[config.mk]
export PLATFORM = sky130hd
export DESIGN_NAME = sdram_port_arbiter
export DESIGN_NICKNAME = d
export VERILOG_FILES = /design/src/rtl/sdram_port_arbiter.sv
export SDC_FILE = /design/constraint.sdc
export NUM_CORES = 1
export LEC_CHECK = 0
export ABC_AREA = 1
export ABC_CLOCK_PERIOD_IN_PS = 4400
export BUFFER_PORTS_ARGS = -buffer_cell sky130_fd_sc_hd__buf_2
export CORE_AREA = 2 2 76 78
export DETAILED_ROUTE_END_ITERATION = 8
export DIE_AREA = 0 0 78 80
export GPL_TIMING_DRIVEN = 1
export HOLD_SLACK_MARGIN = 0.12
export PLACE_DENSITY = 0.81
export SYNTH_ARGS = -nofsm -noshare
export SYNTH_HDL_FRONTEND = slang
export SYNTH_SLANG_ARGS = --single-unit
[constraint.sdc]
create_clock -name clk_clk -period 4.4 [get_ports clk_clk]
set_clock_uncertainty 0.2 [all_clocks]
set_input_delay 0.66 -clock clk_clk [delete_from_list [all_inputs] [get_ports clk_clk]]
set_output_delay 0.66 -clock clk_clk [all_outputs]
set_load 0.01 [all_outputs]
[src/rtl/sdram_port_arbiter.sv]
// sdram_port_arbiter
//   Shares one SDRAM controller slave between two Avalon-MM masters:
//   port 0 is the Nios II data master and port 1 is the frame/DMA master.
//   Grants alternate round-robin, and only one command is in flight to the
//   slave at any time. Pipelined reads are supported: a small ID FIFO
//   remembers which port issued each read so that every readdatavalid
//   is routed back to the correct issuer.
//
//   Optional build macro SDRAM_ARB_STATS_EN adds saturating 16-bit
//   counters m0_grant_cnt, m1_grant_cnt and wait_cnt.
//
//   Handshake (Avalon-MM): a master holds read/write and its command fields
//   stable while waitrequest=1. The command is taken in the one cycle where
//   waitrequest=0. Towards the slave, the same rule applies with
//   s_waitrequest. Read data returns later, in issue order, on
//   s_readdatavalid.
module sdram_port_arbiter #(
  parameter int ADDR_W     = 25,
  parameter int DATA_W     = 16,
  parameter int PEND_DEPTH = 8,
  localparam int BE_W      = DATA_W / 8,
  localparam int PTR_W     = $clog2(PEND_DEPTH),
  localparam int CNT_W     = PTR_W + 1
) (
  input  logic              clk_clk,
  input  logic              reset_reset,
  input  logic [ADDR_W-1:0] m0_address,
  input  logic              m0_read,
  input  logic              m0_write,
  input  logic [DATA_W-1:0] m0_writedata,
  input  logic [BE_W-1:0]   m0_byteenable,
  output logic              m0_waitrequest,
  output logic [DATA_W-1:0] m0_readdata,
  output logic              m0_readdatavalid,
  input  logic [ADDR_W-1:0] m1_address,
  input  logic              m1_read,
  input  logic              m1_write,
  input  logic [DATA_W-1:0] m1_writedata,
  input  logic [BE_W-1:0]   m1_byteenable,
  output logic              m1_waitrequest,
  output logic [DATA_W-1:0] m1_readdata,
  output logic              m1_readdatavalid,
  output logic [ADDR_W-1:0] s_address,
  output logic              s_read,
  output logic              s_write,
  output logic [DATA_W-1:0] s_writedata,
  output logic [BE_W-1:0]   s_byteenable,
  input  logic              s_waitrequest,
  input  logic [DATA_W-1:0] s_readdata,
  input  logic              s_readdatavalid,
  output logic [CNT_W-1:0]  pend_count,
  output logic              err_orphan
`ifdef SDRAM_ARB_STATS_EN
  ,
  output logic [15:0]       m0_grant_cnt,
  output logic [15:0]       m1_grant_cnt,
  output logic [15:0]       wait_cnt
`endif
);

  typedef enum logic {IDLE, BUSY} state_t;

  state_t           state, state_nx;
  logic             owner, owner_nx;   // 0 = port 0, 1 = port 1
  logic             last, last_nx;     // port served most recently
  logic [PTR_W-1:0] wr_ptr, rd_ptr;
  logic             id_mem [PEND_DEPTH];

  logic fifo_full, fifo_empty;
  logic m0_elig, m1_elig;
  logic own_read, own_write, own_req;
  logic accept, push, pop, head;

  assign fifo_full  = (pend_count == CNT_W'(PEND_DEPTH));
  assign fifo_empty = (pend_count == '0);

  // A port that asserts read and write together is handled as a reader,
  // so it must also wait for FIFO space.
  assign m0_elig = m0_read ? ~fifo_full : m0_write;
  assign m1_elig = m1_read ? ~fifo_full : m1_write;

  // Owner's live request, steered to the slave.
  assign own_read  = owner ? m1_read : m0_read;
  assign own_write = (owner ? m1_write : m0_write) & ~own_read;
  assign own_req   = own_read | own_write;

  assign s_address    = owner ? m1_address    : m0_address;
  assign s_writedata  = owner ? m1_writedata  : m0_writedata;
  assign s_byteenable = owner ? m1_byteenable : m0_byteenable;
  assign s_read       = (state == BUSY) & own_read;
  assign s_write      = (state == BUSY) & own_write;

  assign accept = (state == BUSY) & own_req & ~s_waitrequest;
  assign push   = accept & own_read;
  assign pop    = s_readdatavalid & ~fifo_empty;
  assign head   = id_mem[rd_ptr];

  assign m0_waitrequest = ~(accept & ~owner);
  assign m1_waitrequest = ~(accept & owner);

  assign m0_readdata      = s_readdata;
  assign m1_readdata      = s_readdata;
  assign m0_readdatavalid = pop & ~head;
  assign m1_readdatavalid = pop & head;

  // FSM state, owner and round-robin pointer registers.
  always_ff @(posedge clk_clk or posedge reset_reset) begin
    if (reset_reset) begin
      state <= IDLE;
      owner <= 1'b0;
      last  <= 1'b1;
    end else begin
      state <= state_nx;
      owner <= owner_nx;
      last  <= last_nx;
    end
  end

  // Grant selection in IDLE, completion or abandonment in BUSY.
  always_comb begin
    state_nx = state;
    owner_nx = owner;
    last_nx  = last;
    case (state)
      IDLE: begin
        if (m0_elig && m1_elig) begin
          owner_nx = ~last;
          state_nx = BUSY;
        end else if (m0_elig) begin
          owner_nx = 1'b0;
          state_nx = BUSY;
        end else if (m1_elig) begin
          owner_nx = 1'b1;
          state_nx = BUSY;
        end
      end
      BUSY: begin
        if (accept) begin
          last_nx  = owner;
          state_nx = IDLE;
        end else if (!own_req) begin
          state_nx = IDLE;
        end
      end
      default: state_nx = IDLE;
    endcase
  end

  // ID FIFO storage; contents are don't-care until pushed.
  always_ff @(posedge clk_clk) begin
    if (push) id_mem[wr_ptr] <= owner;
  end

  // ID FIFO pointers, occupancy and the sticky orphan-return flag.
  always_ff @(posedge clk_clk or posedge reset_reset) begin
    if (reset_reset) begin
      wr_ptr     <= '0;
      rd_ptr     <= '0;
      pend_count <= '0;
      err_orphan <= 1'b0;
    end else begin
      if (push) wr_ptr <= wr_ptr + PTR_W'(1);
      if (pop)  rd_ptr <= rd_ptr + PTR_W'(1);
      case ({push, pop})
        2'b10:   pend_count <= pend_count + CNT_W'(1);
        2'b01:   pend_count <= pend_count - CNT_W'(1);
        default: pend_count <= pend_count;
      endcase
      if (s_readdatavalid && fifo_empty) err_orphan <= 1'b1;
    end
  end

`ifdef SDRAM_ARB_STATS_EN
  logic any_wait;
  assign any_wait = ((m0_read | m0_write) & m0_waitrequest) |
                    ((m1_read | m1_write) & m1_waitrequest);

  // Saturating grant and stall counters.
  always_ff @(posedge clk_clk or posedge reset_reset) begin
    if (reset_reset) begin
      m0_grant_cnt <= '0;
      m1_grant_cnt <= '0;
      wait_cnt     <= '0;
    end else begin
      if (accept && !owner && m0_grant_cnt != 16'hFFFF) m0_grant_cnt <= m0_grant_cnt + 16'd1;
      if (accept && owner && m1_grant_cnt != 16'hFFFF)  m1_grant_cnt <= m1_grant_cnt + 16'd1;
      if (any_wait && wait_cnt != 16'hFFFF)             wait_cnt     <= wait_cnt + 16'd1;
    end
  end
`endif

endmodule

== After elaboration in Yosys (flattened, before gate mapping) ==
Memories as Yosys holds them, arrays and structs flattened.
Index checks and enable logic that the tools add are counted.

* Add/subtract/negate cells: 4
* Eq/ne operators: 3
* Muxes and demuxes: 19
* Bitwise operators: 22
* Reductions and logical operators: 7

{| class="wikitable"
|+ Operators by type and width
! cell !! count
|-
| 25-bit 2-to-1 mux || 1
|-
| 16-bit 2-to-1 mux || 1
|-
| 1-bit 2-to-1 mux || 14
|-
| 1-bit AND || 11
|-
| 1-bit NOT || 10
|-
| 4-bit one-hot mux with 2 select lines || 1
|-
| 3-bit by 1-bit adder with 3-bit output (second input constant) || 2
|-
| 4-bit by 1-bit adder with 4-bit output (second input constant) || 1
|-
| 4-bit == test (second input constant) || 1
|-
| 4-bit logical NOT || 1
|-
| 2-bit AND reduction || 2
|-
| 4-bit by 1-bit subtractor with 4-bit output (second input constant) || 1
|-
| 3-bit nonzero test || 1
|-
| 2-bit by 1-bit == test with 1-bit output (second input constant) || 1
|-
| 2-bit == test (second input constant) || 1
|-
| 1-bit logical AND || 2
|-
| 2-bit 2-to-1 mux || 1
|-
| 1-bit one-hot mux with 2 select lines || 1
|-
| 2-bit nonzero test || 1
|-
| 1-bit OR || 1
|}

* Register bits after elaboration: 14
* Bits in writable memories: 8
* Bits of input ports: 110
* Output and inout bits: 86
* Logic and storage cells: 63
* Memories: 1

{| class="wikitable"
|+ Memory list
! name !! depth !! width !! read ports !! clocked after memory_dff !! wr ports !! line !! text
|-
| id_mem || 8 || 1 || 1 || 0 || 1 || 67 || <nowiki>logic id_mem [PEND_DEPTH];</nowiki>
|}

== Longest topological paths before layout ==
Gate-level depths: netlist of run 1.

* Depth in word-level cells: 9
* Depth in mapped cells: 13
* Mapped depth without buffers: 13

== Least setup slack after synthesis of run 1 ==
OpenSTA, ideal clock, no wires.

* Path kind: in2reg
* Start: input m1_read
* End: register pend_count[2]
* Library setup time: 0.082 ns
* Data arrival time: 2.020 ns
* Required time: 4.118 ns
* Slack: 2.098 ns
* Stages: 11
* Buffers on the path: 0
* Cell sequence: inv_1 > o21ai_2 > nand3_2 > ha_1 > nand2_1 > inv_1 > nor2_1 > ha_1 > a21oi_1 > or2_2 > a31oi_1

* Word-level cells in the longest chain between the ends: 9
* Elaborated cells between the ends (all ways): 11
* Classes of those cells: eq/ne (2); mux (2); bitwise (6); reduce/logical (1)

{| class="wikitable"
|+ Ends and longest elaborated chain
! item !! line !! text
|-
| start, declared || 36 || <nowiki>input logic m1_read,</nowiki>
|-
| 1-bit 2-to-1 mux * || 83 || <nowiki>assign own_read = owner ? m1_read : m0_read;</nowiki>
|-
| 1-bit NOT || 84 || <nowiki>assign own_write = (owner ? m1_write : m0_write) & ~own_read;</nowiki>
|-
| 1-bit AND || 84 ||
|-
| 1-bit OR || 85 || <nowiki>assign own_req = own_read | own_write;</nowiki>
|-
| 1-bit AND (2 in a row) || 93 || <nowiki>assign accept = (state == BUSY) & own_req & ~s_waitrequest;</nowiki>
|-
| 1-bit AND * || 94 || <nowiki>assign push = accept & own_read;</nowiki>
|-
| 2-bit by 1-bit == test with 1-bit output / 2-bit == test (equally long branches) || 164 || <nowiki>case ({push, pop})</nowiki>
|-
| 4-bit one-hot mux with 2 select lines / 2-bit nonzero test (equally long branches) || - ||
|-
| end signal, assigned || 165 || <nowiki>2'b10: pend_count <= pend_count + CNT_W'(1);</nowiki>
|-
| end signal, assigned || 166 || <nowiki>2'b01: pend_count <= pend_count - CNT_W'(1);</nowiki>
|-
| end signal, assigned || 167 || <nowiki>default: pend_count <= pend_count;</nowiki>
|-
| end, declared || 51 || <nowiki>output logic [CNT_W-1:0] pend_count,</nowiki>
|}

Every way passes the cells marked *; elsewhere a longest branch is shown, timed or not.
A chain may end at the register's enable or synchronous reset.

== Worst setup path in the final report of run 1 ==
* Start: register owner
* End: output m0_waitrequest

* Word-level cells in the longest chain between the ends: 8
* Elaborated cells between the ends (all ways): 10
* Classes of those cells: mux (2); bitwise (8)

{| class="wikitable"
|+ Ends and longest elaborated chain
! item !! line !! text
|-
| start, declared || 64 || <nowiki>logic owner, owner_nx;</nowiki>
|-
| start signal, assigned || 114 || <nowiki>owner <= owner_nx;</nowiki>
|-
| 1-bit 2-to-1 mux || 83 ||
|-
| 1-bit NOT || 84 ||
|-
| 1-bit AND || 84 ||
|-
| 1-bit OR || 85 ||
|-
| 1-bit AND (2 in a row) || 93 ||
|-
| 1-bit AND * || 98 || <nowiki>assign m0_waitrequest = ~(accept & ~owner);</nowiki>
|-
| 1-bit NOT * || 98 ||
|-
| end, declared || 32 || <nowiki>output logic m0_waitrequest,</nowiki>
|}

Marks and branches as above.

==> results.py, run 1 <==
metrics = {
    "yosys": {
        "synth_flop_cell": "dfrtp_1",
        "yosysUniqueCellTypes": 27,
        "ys_seq_area_share_pct": 30.5,
        "synth_seq_cells": 22,
        "synth_warnings": 0,
        "yosysTopAreaCellShare_pct": 31.4,
        "synthesis.area_um2": 1940,
        "yosys-top-cells-count": "162 x nand2_1, 32 x buf_4, 25 x nor2_1",
        "synth_area_leaders": "nand2_1 31%, dfrtp_1 17%, buf_4 12%",
        "synth_enable_flop_cells": 8,
        "syn-num-nets": 428,
        "async_flop_share_pct": 63.6,
        "yosysMostFrequentCell": "nand2_1",
        "syn_inst": 313,
        "yosysTopAreaCell": "nand2_1",
        "syn_area_per_cell_um2": 6.20,
    },
    "power_and_ir_drop": {
        "power_leakage_uw": 0.00158,
        "ir_drop_uv": 292,
        "pwr_density_cell_nw_per_um2": 599,
    },
    "setup_path": {
        "endpoint_kind": "output pin",
        "crit_slowest_cell": "buf_4",
        "path_delay_family": "buffers and inverters",
        "max_stage_delay_ns": 0.43,
        "cp.arrival_ns": 1.95,
        "worstPathRequired_ns": 3.54,
        "cp_max_fo": 57,
        "worstSetupPathType": "flop to output pin",
        "crit_top_cell": "nand2_1",
        "crit_buf_inv": 2,
        "cp-start-kind": "flop",
        "crit_chain": "buf_4, o21ai_0, nand2_1, nand2_1, nor2_1, nand2_1, buf_2",
    },
    "finish": {
        "n_antenna_cell": 0,
        "nets": 540,
        "fillerInstances": 533,
        "drive_gt1_share_pct": 37.7,
        "area_growth_syn_to_layout_pct": 32.5,
        "finalCoreUtilization_pct": 47.5,
    },
    "timing": {
        "fmax_mhz": 356,
        "setup_tns_ns": 0,
        "worstMarginPinSlew_ns": 0.694,
        "maxSlewHeadroom_pct": 53.6,
        "finalWorstSetupSlack_ns": 1.59,
        "hold_violations": 0,
        "post-route-min-period_ns": 2.81,
        "timing.final.crit_share_pct": 63.9,
        "setup_violations": 0,
        "rsz0062_at_grt": "false",
        "finalMaxSlewViolations": 0,
    },
    "cts": {
        "numCtsBuffers": 3,
        "htreeDepth": 1,
        "clk_pin_slew_ns": 0.08,
        "cts_tree": "built",
        "cts.sinks": 22,
        "insertion_delay_ns": 0.26,
        "postCtsHoldBufs": 0,
        "cts-root-buf": "clkbuf_8",
        "cts_setup_buffers": 0,
        "cts.path.max_buffers": 2,
        "post_cts_resized": 0,
    },
    "floorplan": {
        "row_count": 27,
        "pin_count": 196,
        "initial_core_util_pct": 35.9,
        "core_um2": 5410,
        "die_area_um2": 6240,
        "die-width_um": 78,
        "die_y_um": 80,
    },
    "placed_design": {
        "place_hpwl_mm": 4.78,
        "place.gp.congestion": 0.801,
        "post-place-ws_ns": 1.65,
        "portBuffers": 147,
    },
    "detailed_routing": {
        "wl_mm": 5.65,
        "met3_length_um": 464,
        "drt-wirelength-per-cell_um": 11.4,
        "drtIter0Drc": 122,
        "num_vias": 2207,
        "dr.pass1.iters": 5,
        "drc": 0,
        "antenna_left": 0,
        "vias_per_cell": 4.45,
        "wl_met1_mm": 2.24,
        "route.met2.wl_mm": 2.87,
        "routed.top_layer": "met5",
    },
    "global_routing": {
        "antenna_found_initial": 1,
        "track_usage_pct": 18.2,
        "grt_pass1_wl_mm": 9.18,
        "grt_pass1_vias": 2017,
        "grt_overflow": 0,
        "grt_max_degree": 58,
    },
    "min_path": {
        "worst_hold_path_type": "input port to async pin",
    },
    "run": {
        "drv_cap": 0,
    },
    "run_status": {
        "status": "complete, no violations",
    },
}
cells by family (layout without fill, tap and decap cells):
group           after synthesis  count (layout)  share of synthesized area, %
simple gates                202             202                          40.6
buf+inv                      60             171                          17.9
flops                        22              22                          30.5
compound gates               19              19                          5.48
fa+ha+maj                     5               5                          3.23
xor+xnor                      5               5                          2.26
worst register-to-register path: cells and delay by family, from the launching register on:
| family | cells | cell delay [ns] |
|---|---|---|
| flops | 1 | 0.41 |
| simple gates | 5 | 0.79 |
| compound gates | 3 | 0.30 |
| buf+inv | 2 | 0.54 |
| fa+ha+maj | 2 | 0.44 |
cells in the final DEF (no fill, tap or decap), types with 2 or more instances in the layout:
cell type / count
nand2_1: 162
buf_2: 147
nor2_1: 25
inv_1: 18
o21ai_0: 12
dfrtp_1: 12
nand3_1: 8
edfxtp_1: 8
ha_1: 5
a21oi_1: 3
xor2_1: 3
clkbuf_8: 3
xnor2_1: 2
or2_2: 2
area by class of cell:
cell class	count	area, um^2	area share (%)
tap	72	90.1	3.51
timing repair buffer	148	743	28.9
clock inverter	1	30.0	1.17
inverter	19	71.3	2.78
clock buffer	3	41.3	1.61
sequential	22	593	23.1
multi-input combinational	231	1000	38.9
layer usage:
metal  global-route usage (%)  vias up
li1                         -     1150
met1                     20.2      935
met2                     34.1      111
met3                     4.98        9
met4                     4.56        2
met5                        0        -
state kept, by name, summed over array words and instances, names as in the netlist:
| name | flops |
|---|---|
| state | 1 |
| pend_count | 4 |
| wr_ptr | 3 |
| err_orphan | 1 |
| owner | 1 |
| id_mem | 8 |
| rd_ptr | 3 |
| last | 1 |
final timing paths:
kind	end	depth (start not counted)	slack, ns	from
worst max-delay path	m0_waitrequest	7	1.59	owner
worst min-delay path	rd_ptr[0]	2	0.21	reset_reset
worst max register to register	pend_count[2]	12	1.64	owner
worst min register to register	err_orphan	1	0.28	err_orphan
max in group asynchronous	owner	2	3.42	reset_reset
min in group clk_clk	err_orphan	1	0.28	err_orphan
power breakdown:
group	switching (uW)	total, uW	internal, uW
clock	66.5	188	122
sequential	73.6	370	297
combinational	611	982	371
metrics by stage:
stage               power, uW  hold WS (ns)  cell area, um^2  instances
floorplan                1030         0.251             1940        313
CTS                      1550         0.228             2570        496
global placement         1340         0.245             2500        492
detailed placement       1370         0.263             2500        492
global route             1710         0.252             2570        496
finish                   1540         0.209             2570        496
No activity file was read; power rests on OpenSTA's default activity.
==> inputs of run 2 (changes only) <==
--- a/config.mk
+++ b/config.mk
@@ -6,14 +6,13 @@
 export NUM_CORES = 1
 export LEC_CHECK = 0
 export ABC_AREA = 1
-export ABC_CLOCK_PERIOD_IN_PS = 4400
+export ABC_CLOCK_PERIOD_IN_PS = 2300
 export BUFFER_PORTS_ARGS = -buffer_cell sky130_fd_sc_hd__buf_2
-export CORE_AREA = 2 2 76 78
+export CORE_UTILIZATION = 33
 export DETAILED_ROUTE_END_ITERATION = 8
-export DIE_AREA = 0 0 78 80
 export GPL_TIMING_DRIVEN = 1
 export HOLD_SLACK_MARGIN = 0.12
-export PLACE_DENSITY = 0.81
+export PLACE_DENSITY = 0.78
 export SYNTH_ARGS = -nofsm -noshare
 export SYNTH_HDL_FRONTEND = slang
 export SYNTH_SLANG_ARGS = --single-unit
==> constraint.sdc (replaced) <==
create_clock -name clk_clk -period 2.3 [get_ports clk_clk]
set_clock_uncertainty 0.2 [all_clocks]
set_input_delay 0.345 -clock clk_clk [delete_from_list [all_inputs] [get_ports clk_clk]]
set_output_delay 0.345 -clock clk_clk [all_outputs]
set_load 0.01 [all_outputs]
==> results.py, run 2 (synthesis results as in run 1) <==
metrics = {
    "power_and_ir_drop": {
        "power_leakage_uw": 0.00162,
        "ir_drop_uv": 441,
        "pwr_density_cell_nw_per_um2": 1160,
        "finalPower_uw": 3100,
    },
    "finish": {
        "final_common_cell": "nand2_1",
        "final_cell_mix": "162 x nand2_1, 147 x buf_2, 21 x nor2_1",
        "largest_reg_flops": 8,
        "drive_gt1_share_pct": 41.2,
        "n_antenna_cell": 0,
        "area_growth_syn_to_layout_pct": 37.4,
        "largestRegisters": "id_mem x8, pend_count x4",
        "nets": 550,
        "top_register": "id_mem",
    },
    "setup_path": {
        "crit_slowest_cell": "dfrtp_2",
        "cp.arrival_ns": 1.65,
        "rr_endpoint": "pend_count[2]",
        "crit_start": "owner",
        "r2r_cells": 12,
        "worstSetupPathType": "flop to output pin",
        "max_stage_delay_ns": 0.42,
        "worst-path-stages": 7,
        "cp-endpoint": "m1_waitrequest",
        "endpoint_kind": "output pin",
        "cp_max_fo": 23,
        "crit_chain": "buf_4, o21ai_0, nand2_1, nand2_1, nor2_2, nand2_1, buf_2",
        "crit_top_cell": "nand2_1",
        "worstPathRequired_ns": 1.75,
        "crit_buf_inv": 2,
        "r2r_setup_slack_ns": 0.17,
        "cp-start-kind": "flop",
        "path_delay_family": "flip-flops",
        "rr_startpoint": "pend_count[0]",
    },
    "global_routing": {
        "grt_max_degree": 36,
        "grt_overflow": 0,
        "track_usage_pct": 18.9,
        "antenna_found_initial": 0,
        "grt_pass1_wl_mm": 9.53,
        "grt_pass1_vias": 2148,
    },
    "cts": {
        "htreeDepth": 1,
        "cts.path.max_buffers": 2,
        "cts.sinks": 22,
        "clk_pin_slew_ns": 0.08,
        "insertion_delay_ns": 0.27,
        "cts-root-buf": "clkbuf_8",
        "numCtsBuffers": 3,
        "cts_tree": "built",
    },
    "timing": {
        "rsz0062_at_grt": "false",
        "post-route-min-period_ns": 2.19,
        "hold_violations": 0,
        "timing.final.crit_share_pct": 95.2,
        "setup_tns_ns": 0,
        "setup_violations": 0,
        "finalMaxSlewViolations": 0,
        "fmax_mhz": 457,
        "worstMarginPinSlew_ns": 0.546,
        "maxSlewHeadroom_pct": 63.5,
    },
    "detailed_routing": {
        "num_vias": 2274,
        "dr.pass1.iters": 6,
        "wl_mm": 5.77,
        "vias_per_cell": 4.49,
        "drc": 0,
        "drtIter0Drc": 145,
        "drt-wirelength-per-cell_um": 11.4,
        "antenna_left": 0,
    },
    "placed_design": {
        "place_hpwl_mm": 4.79,
        "portBuffers": 147,
        "place.gp.congestion": 0.897,
    },
    "run": {
        "drv_cap": 0,
    },
    "floorplan": {
        "die_y_um": 78.7,
        "initial_core_util_pct": 34.8,
        "pin_count": 196,
        "die_area_um2": 6190,
        "die-width_um": 78.7,
        "row_count": 27,
        "core_um2": 5570,
    },
    "run_status": {
        "status": "complete, no violations",
    },
    "min_path": {
        "worst_hold_path_type": "input port to flop",
    },
}
## run 2: changes by cell type in the layout (fill, tap and decap cells not counted), moves of 4 or more
cell | previous run | this run
buf_4 | 1 | 10
dfrtp_1 | 12 | 8
dfrtp_2 | 1 | 5
nor2_1 | 25 | 21
nor2_2 | 0 | 4
## run 2: timing repair
action,in CTS,in global routing
gates resized for setup,0,10
endpoints found under the hold margin,13,0
buffers inserted,0,3
hold buffers,1,0
endpoints found under the setup margin,0,2
## run 2: stage by stage
step                      hold slack (ns)  setup slack, ns  instance area (um^2)  utilization (%)  cells
after floorplan                    0.0335           0.0805                  1940                -    313
after global placement              0.212            0.185                  2540             45.6    498
after detailed placement            0.222           0.0340                  2540             45.6    498
after CTS                           0.130           0.0151                  2630             47.1    503
after global routing                0.136          0.00266                  2670             47.8    506
final                               0.135            0.110                  2670             47.8    506
## run 2: worst min path at each step
stage / from / endpoint / cells after the start
after floorplan: reset_reset / err_orphan / 1
after global placement: reset_reset / rd_ptr[1] / 2
after detailed placement: reset_reset / err_orphan / 2
after CTS: s_readdatavalid / err_orphan / 2
after global routing: s_readdatavalid / err_orphan / 2
final: s_readdatavalid / err_orphan / 2
## run 2: report_power, final
part / switching (uW) / internal (uW) / total, uW
sequential: 131 / 574 / 705
clock: 137 / 233 / 370
combinational: 1220 / 800 / 2020
## run 2: per-layer routing
| layer | vias up | track usage (%) | routed length [um] |
|---|---|---|---|
| met5 | - | 0 | 0 |
| met4 | 0 | 6.67 | 83 |
| met3 | 7 | 4.42 | 414 |
| met2 | 103 | 34.3 | 2920 |
| met1 | 992 | 21.4 | 2360 |
| li1 | 1172 | - | - |
## run 2: cell type report
| cell class | instances | area, um^2 |
|---|---|---|
| inverter | 19 | 71.3 |
| fill | 575 | 2910 |
| sequential | 22 | 598 |
| tap | 72 | 90.1 |
| multi-input combinational | 231 | 1010 |
| timing repair buffer | 158 | 821 |
| clock buffer | 3 | 41.3 |
| clock inverter | 1 | 30.0 |
## run 2: worst reg2reg max path, delay by kind of cell (launching register included)
| kind | cells | cell delay [ns] |
|---|---|---|
| adders and majority gates | 2 | 0.34 |
| and+or+nand+nor | 6 | 0.76 |
| AOI/OAI and AO/OA | 2 | 0.19 |
| buffers and inverters | 2 | 0.12 |
| DFF | 1 | 0.45 |
==> inputs of run 3 (changes only) <==
--- a/config.mk
+++ b/config.mk
@@ -12,7 +12,7 @@
 export DETAILED_ROUTE_END_ITERATION = 8
 export GPL_TIMING_DRIVEN = 1
 export HOLD_SLACK_MARGIN = 0.12
-export PLACE_DENSITY = 0.78
+export PLACE_DENSITY_LB_ADDON = 0.15
 export SYNTH_ARGS = -nofsm -noshare
 export SYNTH_HDL_FRONTEND = slang
 export SYNTH_SLANG_ARGS = --single-unit
==> results.py, run 3 (synthesis results as in run 1) <==
metrics = {
    "run_status": {
        "status": "complete, no violations",
    },
    "finish": {
        "largest_reg_flops": 8,
        "seq_area_um2": 597,
        "area_growth_syn_to_layout_pct": 38.8,
        "top_register": "id_mem",
        "final_common_cell": "nand2_1",
        "final_cell_mix": "162 x nand2_1, 147 x buf_2, 22 x nor2_1",
        "nets": 549,
        "drive_gt1_share_pct": 40.6,
        "largestRegisters": "id_mem x8, pend_count x4",
        "fillerInstances": 609,
        "n_antenna_cell": 0,
        "multiInputGateArea_um2": 1020,
    },
    "cts": {
        "htreeDepth": 1,
        "cts.sinks": 22,
        "insertion_delay_ns": 0.26,
        "clk_pin_slew_ns": 0.09,
        "cts-root-buf": "clkbuf_8",
        "cts_tree": "built",
        "numCtsBuffers": 3,
        "cts.path.max_buffers": 2,
    },
    "setup_path": {
        "r2r_cells": 12,
        "rr_startpoint": "pend_count[2]",
        "cp-start-kind": "flop",
        "cp-endpoint": "m1_waitrequest",
        "cp.arrival_ns": 1.61,
        "r2r_setup_slack_ns": 0.17,
        "worstSetupPathType": "flop to output pin",
        "cp_max_fo": 29,
        "worstPathRequired_ns": 1.75,
        "crit_start": "owner",
        "rr_endpoint": "pend_count[2]",
        "endpoint_kind": "output pin",
    },
    "detailed_routing": {
        "drtIter0Drc": 146,
        "num_vias": 2281,
        "antenna_left": 0,
        "drt-wirelength-per-cell_um": 12.8,
        "wl_mm": 6.45,
        "vias_per_cell": 4.52,
        "dr.pass1.iters": 4,
        "drc": 0,
    },
    "global_routing": {
        "grt_pass1_vias": 2015,
        "antenna_found_initial": 0,
        "track_usage_pct": 20.4,
        "grt_pass1_wl_mm": 9.88,
        "grt_max_degree": 58,
        "grt_overflow": 0,
    },
    "timing": {
        "finalMaxSlewViolations": 0,
        "worstMarginPinSlew_ns": 0.583,
        "setup_tns_ns": 0,
        "maxSlewHeadroom_pct": 61.1,
        "post-route-min-period_ns": 2.15,
        "fmax_mhz": 464,
        "hold_violations": 0,
        "timing.final.crit_share_pct": 93.6,
        "worst_hold_slack_ns": 0.162,
        "setup_violations": 0,
    },
    "floorplan": {
        "row_count": 27,
        "die-width_um": 78.7,
        "die_area_um2": 6190,
        "die_y_um": 78.7,
        "core_um2": 5570,
        "pin_count": 196,
        "initial_core_util_pct": 34.8,
    },
    "min_path": {
        "worst_hold_startpoint": "s_readdatavalid",
        "worst_hold_path_type": "input port to flop",
    },
    "placed_design": {
        "portBuffers": 147,
        "place_hpwl_mm": 5.14,
        "place.gp.congestion": 0.860,
    },
    "power_and_ir_drop": {
        "pwr_density_cell_nw_per_um2": 1180,
        "ir_drop_uv": 547,
        "power_leakage_uw": 0.00163,
    },
    "run": {
        "drv_cap": 0,
    },
}
==> run 3: worst min-delay path by stage <==
stage	to	slack, ns	depth (start not counted)
6_report	err_orphan	0.16	2
5_1_grt	err_orphan	0.16	2
4_1_cts	err_orphan	0.16	2
3_5_place_dp	pend_count[2]	0.24	2
3_3_place_gp	pend_count[2]	0.23	2
2_1_floorplan	err_orphan	0.03	1
==> run 3: per-layer routing <==
layer	wire, um	track usage (%)
met2	3030	32.8
met4	28	2.22
met5	0	0
met1	2760	25.9
met3	636	8.95
==> run 3: final cells by class <==
| type | count | area share [%] |
|---|---|---|
| Sequential cell | 22 | 22.2 |
| Clock buffer | 3 | 1.53 |
| Inverter | 19 | 2.74 |
| Tap cell | 72 | 3.35 |
| Timing Repair Buffer | 157 | 31.3 |
| Multi-Input combinational cell | 231 | 37.8 |
| Clock inverter | 1 | 1.12 |
==> run 3: through the flow <==
step / cells / utilization (%) / power [uW] / area (um^2) / setup slack, ns
after floorplan: 313 / - / 1960 / 1940 / 0.0805
after global placement: 496 / 45.3 / 2640 / 2530 / 0.170
after detailed placement: 496 / 45.3 / 2660 / 2530 / 0.0792
after CTS: 501 / 46.9 / 3050 / 2620 / 0.0323
after global routing: 505 / 48.3 / 3490 / 2690 / -0.0146
final: 505 / 48.3 / 3180 / 2690 / 0.147
==> run 3: power by group <==
group	switching (uW)	internal, uW
combinational	1240	845
clock	134	233
sequential	152	573
total	1530	1650
==> run 3: critical path, cell delays in order (launching register included) <==
cell	delay, ns
dfrtp_2	0.45
buf_12	0.18
o21ai_0	0.23
nand2_1	0.08
nand2_1	0.13
nor2_1	0.07
nand2_1	0.07
buf_2	0.13
==> run 3: what timing repair did <==
action | in CTS | in global routing
setup endpoints to repair | 2 | 3
pin swaps | 0 | 0
hold endpoints to repair | 13 | 0
buffers inserted | 0 | 3
cloned | 0 | 1
resized for setup | 2 | 11
hold buffers | 1 | 0
